[config.mk]
export PLATFORM = sky130hd
export DESIGN_NAME = reset_sequencer
export DESIGN_NICKNAME = d
export VERILOG_FILES = /design/src/rtl/reset_sequencer.sv
export SDC_FILE = /design/constraint.sdc
export NUM_CORES = 1
export LEC_CHECK = 0
export ABC_AREA = 0
export ABC_CLOCK_PERIOD_IN_PS = 2800
export BUFFER_PORTS_ARGS = -buffer_cell sky130_fd_sc_hd__buf_2
export CAP_MARGIN = 30
export CELL_PAD_IN_SITES_DETAIL_PLACEMENT = 0
export CELL_PAD_IN_SITES_GLOBAL_PLACEMENT = 1
export CORE_MARGIN = 4
export CORE_UTILIZATION = 35
export CTS_BUF_LIST = sky130_fd_sc_hd__clkbuf_16
export DETAILED_ROUTE_END_ITERATION = 6
export PLACE_DENSITY_LB_ADDON = 0.1
export SLEW_MARGIN = 20
export SYNTH_ARGS = -nofsm -noshare
export SYNTH_HDL_FRONTEND = slang
export SYNTH_SLANG_ARGS = --single-unit
export TNS_END_PERCENT = 30
[constraint.sdc]
create_clock -name clk -period 2.8 [get_ports clk]
set_input_delay 0.14 -clock clk [delete_from_list [all_inputs] [get_ports clk]]
set_output_delay 0.14 -clock clk [all_outputs]
set_load 0.02 [all_outputs]
[src/rtl/reset_sequencer.sv]
// Board reset sequencer: debounced button, software request and power-on reset
// feed a hold timer that releases NUM_OUTS active-low domain resets in order.
module reset_sequencer #(
  parameter int NUM_OUTS        = 3,
  parameter int HOLD_CYCLES     = 16,
  parameter int STAGGER_CYCLES  = 4,
  parameter int DEBOUNCE_CYCLES = 8,
  parameter bit BUT_ACTIVE_LOW  = 1'b1
) (
  input  logic                clk,
  input  logic                reset,
  input  logic                fpga_but1,
  input  logic                sw_req,
  output logic [NUM_OUTS-1:0] o_rstn,
  output logic                o_busy,
  output logic [1:0]          o_cause
);

  localparam int MAX_HS  = (HOLD_CYCLES > STAGGER_CYCLES) ? HOLD_CYCLES : STAGGER_CYCLES;
  localparam int MAX_CYC = (MAX_HS > DEBOUNCE_CYCLES) ? MAX_HS : DEBOUNCE_CYCLES;
  localparam int CW      = $clog2(MAX_CYC + 1);
  localparam int KW      = (NUM_OUTS > 1) ? $clog2(NUM_OUTS) : 1;

  localparam logic [CW-1:0] HOLD_LIM  = CW'(HOLD_CYCLES);
  localparam logic [CW-1:0] STAG_LIM  = CW'(STAGGER_CYCLES);
  localparam logic [CW-1:0] DEB_LIM   = CW'(DEBOUNCE_CYCLES);
  localparam logic [KW-1:0] LAST_SLOT = KW'(NUM_OUTS - 1);
  localparam bit            SINGLE    = (NUM_OUTS == 1);

  localparam logic [1:0] CAUSE_POR = 2'b00;
  localparam logic [1:0] CAUSE_BUT = 2'b01;
  localparam logic [1:0] CAUSE_SW  = 2'b10;

  typedef enum logic [1:0] {
    ST_HOLD     = 2'd0,
    ST_RELEASE  = 2'd1,
    ST_RUN      = 2'd2,
    ST_WAIT_REL = 2'd3
  } state_t;

  // Button path works in "pressed = 1" polarity so reset value 0 means released.
  logic          but_pressed_raw;
  logic          sync1_reg, sync2_reg;
  logic          deb_reg;
  logic [CW-1:0] deb_cnt_reg;
  logic [CW-1:0] deb_cnt_inc;
  logic          deb_toggle;
  logic          press_event;
  logic          release_event;

  assign but_pressed_raw = BUT_ACTIVE_LOW ? ~fpga_but1 : fpga_but1;
  assign deb_cnt_inc     = deb_cnt_reg + CW'(1);
  assign deb_toggle      = (sync2_reg != deb_reg) && (deb_cnt_inc == DEB_LIM);
  assign press_event     = deb_toggle && !deb_reg;
  assign release_event   = deb_toggle && deb_reg;

  always_ff @(posedge clk or negedge reset) begin
    if (!reset) begin
      sync1_reg   <= 1'b0;
      sync2_reg   <= 1'b0;
      deb_reg     <= 1'b0;
      deb_cnt_reg <= '0;
    end else begin
      sync1_reg <= but_pressed_raw;
      sync2_reg <= sync1_reg;
      if (sync2_reg != deb_reg) begin
        if (deb_toggle) begin
          deb_reg     <= ~deb_reg;
          deb_cnt_reg <= '0;
        end else begin
          deb_cnt_reg <= deb_cnt_inc;
        end
      end else begin
        deb_cnt_reg <= '0;
      end
    end
  end

  state_t                state_reg, state_next;
  logic [CW-1:0]         cnt_reg, cnt_next, cnt_inc;
  logic [KW-1:0]         slot_reg, slot_next;
  logic [NUM_OUTS-1:0]   rstn_reg, rstn_next;
  logic [NUM_OUTS-1:0]   slot_mask;
  logic                  busy_reg, busy_next;
  logic [1:0]            cause_reg, cause_next;

  assign cnt_inc = cnt_reg + CW'(1);

  for (genvar gi = 0; gi < NUM_OUTS; gi++) begin : g_slot_mask
    assign slot_mask[gi] = (slot_reg == KW'(gi));
  end

  always_ff @(posedge clk or negedge reset) begin
    if (!reset) begin
      state_reg <= ST_HOLD;
      cnt_reg   <= '0;
      slot_reg  <= '0;
      rstn_reg  <= '0;
      busy_reg  <= 1'b1;
      cause_reg <= CAUSE_POR;
    end else begin
      state_reg <= state_next;
      cnt_reg   <= cnt_next;
      slot_reg  <= slot_next;
      rstn_reg  <= rstn_next;
      busy_reg  <= busy_next;
      cause_reg <= cause_next;
    end
  end

  always_comb begin
    state_next = state_reg;
    cnt_next   = cnt_reg;
    slot_next  = slot_reg;
    rstn_next  = rstn_reg;
    busy_next  = busy_reg;
    cause_next = cause_reg;
    case (state_reg)
      ST_HOLD, ST_RELEASE: begin
        // Button beats software request when both arrive on the same edge.
        if (press_event) begin
          rstn_next  = '0;
          busy_next  = 1'b1;
          cause_next = CAUSE_BUT;
          cnt_next   = '0;
          state_next = ST_WAIT_REL;
        end else if (sw_req) begin
          rstn_next  = '0;
          busy_next  = 1'b1;
          cause_next = CAUSE_SW;
          cnt_next   = '0;
          state_next = ST_HOLD;
        end else if (state_reg == ST_HOLD) begin
          if (cnt_inc == HOLD_LIM) begin
            rstn_next[0] = 1'b1;
            cnt_next     = '0;
            slot_next    = KW'(1);
            if (SINGLE) begin
              busy_next  = 1'b0;
              state_next = ST_RUN;
            end else begin
              state_next = ST_RELEASE;
            end
          end else begin
            cnt_next = cnt_inc;
          end
        end else begin
          if (cnt_inc == STAG_LIM) begin
            rstn_next = rstn_reg | slot_mask;
            cnt_next  = '0;
            if (slot_reg == LAST_SLOT) begin
              busy_next  = 1'b0;
              state_next = ST_RUN;
            end else begin
              slot_next = slot_reg + KW'(1);
            end
          end else begin
            cnt_next = cnt_inc;
          end
        end
      end
      ST_RUN: begin
        if (press_event) begin
          rstn_next  = '0;
          busy_next  = 1'b1;
          cause_next = CAUSE_BUT;
          state_next = ST_WAIT_REL;
        end else if (sw_req) begin
          rstn_next  = '0;
          busy_next  = 1'b1;
          cause_next = CAUSE_SW;
          cnt_next   = '0;
          state_next = ST_HOLD;
        end
      end
      ST_WAIT_REL: begin
        if (release_event) begin
          cnt_next   = '0;
          state_next = ST_HOLD;
        end
      end
      default: begin
        state_next = ST_HOLD;
      end
    endcase
  end

  assign o_rstn  = rstn_reg;
  assign o_busy  = busy_reg;
  assign o_cause = cause_reg;

endmodule

---- Yosys cells after proc, flatten, opt, wreduce, memory -nomap -nowiden ----
Index checks and enable logic that the tools add are counted.
storage, ports and cells
  input bits .............................. 4
  output and inout bits ................... 6
  register bits ........................... 23
operators by class
  multiplexer cells ....................... 43
  bitwise gates (word level) .............. 5
  reductions and logical operators ........ 19
  equal/unequal tests ..................... 21
  add/subtract/negate cells ............... 3
operators by type and width
  cell                   count
  $mux W5                10
  $mux W2                15
  $mux W3                5
  $ne A5 B5 Y1 const B   3
  $pmux W5 S3            1
  $ne A4 B4 Y1 const B   3
  $add A5 B1 Y5 const B  2
  $reduce_and A5 Y1      2
  $mux W1                9
  $reduce_and A4 Y1      2
  $eq A2 B2 Y1 const B   3
  $ne A2 B2 Y1 const B   3
  $pmux W2 S3            1
  $pmux W3 S2            1
  $reduce_and A6 Y1      1
  $reduce_bool A2 Y1     3
  $eq A5 B3 Y1 const B   1
  $eq A5 B4 Y1 const B   1
  $eq A5 B5 Y1 const B   1
  $eq A2 B1 Y1 const B   2
  $logic_not A2 Y1       2
  $ne A2 B1 Y1 const B   2
  $not A1 Y1             4
  $reduce_and A2 Y1      2
  10 further kinds       12

---- Depth between registers and ports, before layout ----
  depth after elaboration ................. 7
  mapped depth ............................ 7
  mapped depth without buffers ............ 7

---- Worst setup path after synthesis ----
Ideal clock, no wire load.
  kind .................................... reg2reg
  start point ............................. register deb_cnt_reg[2]
  end point ............................... register slot_reg[0]
  arrival ................................. 1950 ps
  cell stages (with the launch flop) ...... 8
  buffers on the path ..................... 1
  required time ........................... 2673 ps
  path slack .............................. 723 ps
  period minus slack after synthesis ...... 2077 ps
  cells stage by stage .................... dfrtp_1 -> buf_6 -> nand2b_1 -> a211o_1 -> a2111oi_4 -> nor3_2 -> nand3_2 -> mux2_1
on the way
  longest elaborated chain between the ends .. 6
RTL lines
  element                             RTL line  source
  start: declaration                  45        logic [CW-1:0] deb_cnt_reg;
  start signal: assignment            71        deb_cnt_reg <= deb_cnt_inc;
  $add A5 B1 Y5                       52        assign deb_cnt_inc = deb_cnt_reg + CW'(1);
  $eq A5 B4 Y1                        53        assign deb_toggle = (sync2_reg != deb_reg) && (deb_cnt_inc == DEB_LIM);
  $logic_and A1 B1 Y1                 53
  $logic_and A1 B1 Y1                 54        assign press_event = deb_toggle && !deb_reg;
  $not A1 Y1 (no source line)         -
  $reduce_and A6 Y1 (no source line)  -
  end signal: assignment              104       slot_reg <= slot_next;
  end: declaration                    81        logic [KW-1:0] slot_reg, slot_next;
Every way passes these cells.
A chain may end at the register's enable or synchronous reset.

---- Worst setup path after layout ----
  start point ............................. register deb_cnt_reg[0]
  end point ............................... register slot_reg[0]
Same word-level chain as after synthesis.

==> impl_metrics.tcl <==
set metrics [dict create \
    status "complete, no violations" \
    cp.arrival_ns 2.50 \
    synthSimpleGateAreaFrac_pct 21.7 \
    cts_inserted_buffers 3 \
    comb_power_share_pct 7.6 \
    synth_top_family_by_area "simple AND/OR/NAND/NOR gates" \
    die_w_um 69.6 \
    hold_viol 0 \
    grt_pass1_wl_um 4630 \
    syn_inst 145 \
    synthMuxAreaShare_pct 2.45 \
    via_count 1056 \
    setup_violations 0 \
    max_slew.worst_pin.slew_ns 0.531 \
    port_buffers 9 \
    timing.final.crit_share_pct 84.2 \
    synth.distinct_cells 41 \
    max_freq_ghz 0.424 \
    layout.nets 168 \
    path_max_fanout 7 \
    wl_per_cell_um 12.9 \
    period_needed_ns 2.36 \
    start_util_pct 36.3 \
    coreArea_um2 3660 \
    slew_headroom_pct 64.6 \
    r2r_cells 7 \
    viasPerCell 5.15 \
    rsz0062_at_grt "no" \
    track_usage_pct 11.8 \
    antenna_found_initial 0 \
    clk_pin_slew_worst_paths_ns 0.06 \
    clock_sinks 23 \
    yosysSeqAreaShare_pct 43.4 \
    hold_path_class "in -> reg" \
    p_sw_share_pct 22.4 \
    crit_type "reg -> reg" \
    grt_max_degree 24 \
    yosys-top-cells-area "dfrtp_1 (41%), ha_1 (5.7%), a21oi_1 (5.3%)" \
    synth_compound_area_share_pct 19.7 \
    netlist_area_um2 1330 \
    initialDrtViolationCount 112 \
    power.clock.fraction_pct 42.6 \
    synth_commonest_cells "dfrtp_1 (22), nand2_1 (16), a21oi_1 (14)" \
    drive_above_1_share_pct 13.4 \
    fp.dieH_um 69.6 \
    finClkSkew_ns 0.00251 \
    final_cells 205 \
    hold_buffers 1 \
    powerDensity_nw_per_um2 472 \
    cts_root_buffer "clkbuf_16" \
    row_count 22 \
    die_area_um2 4840 \
    worstPathRequired_ns 2.94 \
    use_met3_pct 2.32 \
    postSynthAreaPerCell_um2 9.16 \
    yosysTopAreaCellShare_pct 41.5 \
    end_kind "register" \
    synth_area_leader_cell "dfrtp_1" \
    drt_pass1_iterations 4 \
    synth-adder-area-share_pct 5.66 \
    pin_count 10 \
    tritoncts "done" \
    slew_viol_final 0 \
    cap_violations 0 \
    syn_to_final_growth_pct 14.3 \
    cp-start-kind "register" \
    hold_depth 2 \
    leakagePower_nw 0.689 \
    grt_pass1_vias 1003 \
    switchingPower_uw 160 \
    post_cts_resized 0 \
    top_usage_layer "met1" \
    peakVddDrop_v 0.000208 \
    synth_xor_area_share_pct 1.98 \
    cts_max_level 1 \
    gr-usage-met2_pct 16.4 \
    synth_seq_cells 23 \
    overflow 0 \
    sequentialPowerShare_pct 49.8 \
    drc 0 \
    clkLatencyLatePin_ns 0.25 \
    yosys_warnings 0 \
    wl_um 2650 \
    power.internal_uw 555 \
    drtAntennaViolNets 0 \
    synthFlopType "dfrtp_1" \
    gp_congestion 0.799 \
    placed_cells 200 \
    syn_nets 155 \
    synth_edf_count 0 \
    antennaDiodeCount 0 \
    clockBufferDepth 2 \
    setup_tns_ns 0 \
    dp_hpwl_um 1900 \
    async_reset_ff_share_pct 100 \
    use_met1_pct 17.7 \
    post-synth-top-count-cell "dfrtp_1" \
    post_cts_buffers 0 \
]
-- routing by layer --
metal | wire [um] | part of all wire (%) | up-vias
li1 | - | - | 537
met1 | 1420 | 54 | 503
met2 | 1120 | 42 | 12
met3 | 63 | 2.4 | 4
met4 | 42 | 1.6 | 0
met5 | 0 | 0 | -
-- final timing paths --
check	slack, ns	endpoint	from
max	0.44	slot_reg[0]$_DFFE_PN0P_	deb_cnt_reg[0]$_DFF_PN0_
min	0.02	sync1_reg$_DFF_PN0_	fpga_but1
max reg2reg	0.44	slot_reg[0]$_DFFE_PN0P_	deb_cnt_reg[0]$_DFF_PN0_
min reg2reg	0.35	sync2_reg$_DFF_PN0_	sync1_reg$_DFF_PN0_
max in group asynchronous	2.04	o_busy$_DFFE_PN1P_	reset
min in group asynchronous	0.40	cnt_reg[4]$_DFFE_PN0P_	reset
-- cell type report --
cell class | instances | area (um^2)
Fill cell | 388 | 2140
Multi-Input combinational cell | 106 | 683
Sequential cell | 23 | 577
Timing Repair Buffer | 13 | 77.6
Clock buffer | 3 | 75.1
Tap cell | 48 | 60.1
Inverter | 11 | 41.3
Clock inverter | 1 | 3.75
-- worst max-delay path, stage by stage (launching register included) --
cell and delay [ns]:
dfrtp_1 0.43, ha_1 0.27, inv_1 0.06, o2111ai_1 0.37
a2111oi_4 0.19, nor3_2 0.42, nand3_2 0.17, mux2_1 0.34
-- cells by family after synthesis --
| logic type | after synthesis |
|---|---|
| fa+ha+maj | 6 |
| simple gates | 55 |
| buf+inv | 16 |
| mux | 3 |
| xor+xnor | 3 |
| flops | 23 |
| compound gates | 39 |
-- cells in the final DEF (no fill, tap or decap), types with 2 or more instances in the layout --
cell type   n
o31ai_1     2
o22ai_1     2
o21ai_1     2
o21ai_0     7
nor2_1     10
nand2b_1    2
inv_1      12
a21oi_1    14
clkbuf_16   3
a32o_1      3
nor2b_1     6
ha_1        6
nand3_1     7
buf_2       9
xnor2_1     2
a211oi_1    2
nor3_1      2
dfrtp_1    22
nand2_1    16
buf_4       3
or3_1       3
-- through the flow --
| stage | instance area [um^2] | power [mW] | worst slack (ns) | hold slack, ns | utilization (%) |
|---|---|---|---|---|---|
| 2_1_floorplan | 1330 | 0.400 | 0.723 | -0.156 | - |
| 3_3_place_gp | 1430 | 0.417 | 0.560 | 0.147 | 39.0 |
| 3_5_place_dp | 1430 | 0.417 | 0.473 | 0.161 | 39.0 |
| 4_1_cts | 1520 | 0.727 | 0.435 | 0.0138 | 41.5 |
| 5_1_grt | 1520 | 0.752 | 0.247 | 0.0271 | 41.5 |
| 6_report | 1520 | 0.716 | 0.442 | 0.0172 | 41.5 |
-- power by group through the flow --
stage	clock network (mW)	registers, mW	logic (mW)
global placement	0	0.362	0.0552
detailed placement	0	0.362	0.0545
floorplan	0	0.358	0.0413
global route	0.329	0.358	0.0645
CTS	0.315	0.356	0.0559
finish	0.305	0.356	0.0544
(Power assumes the default switching activity.)
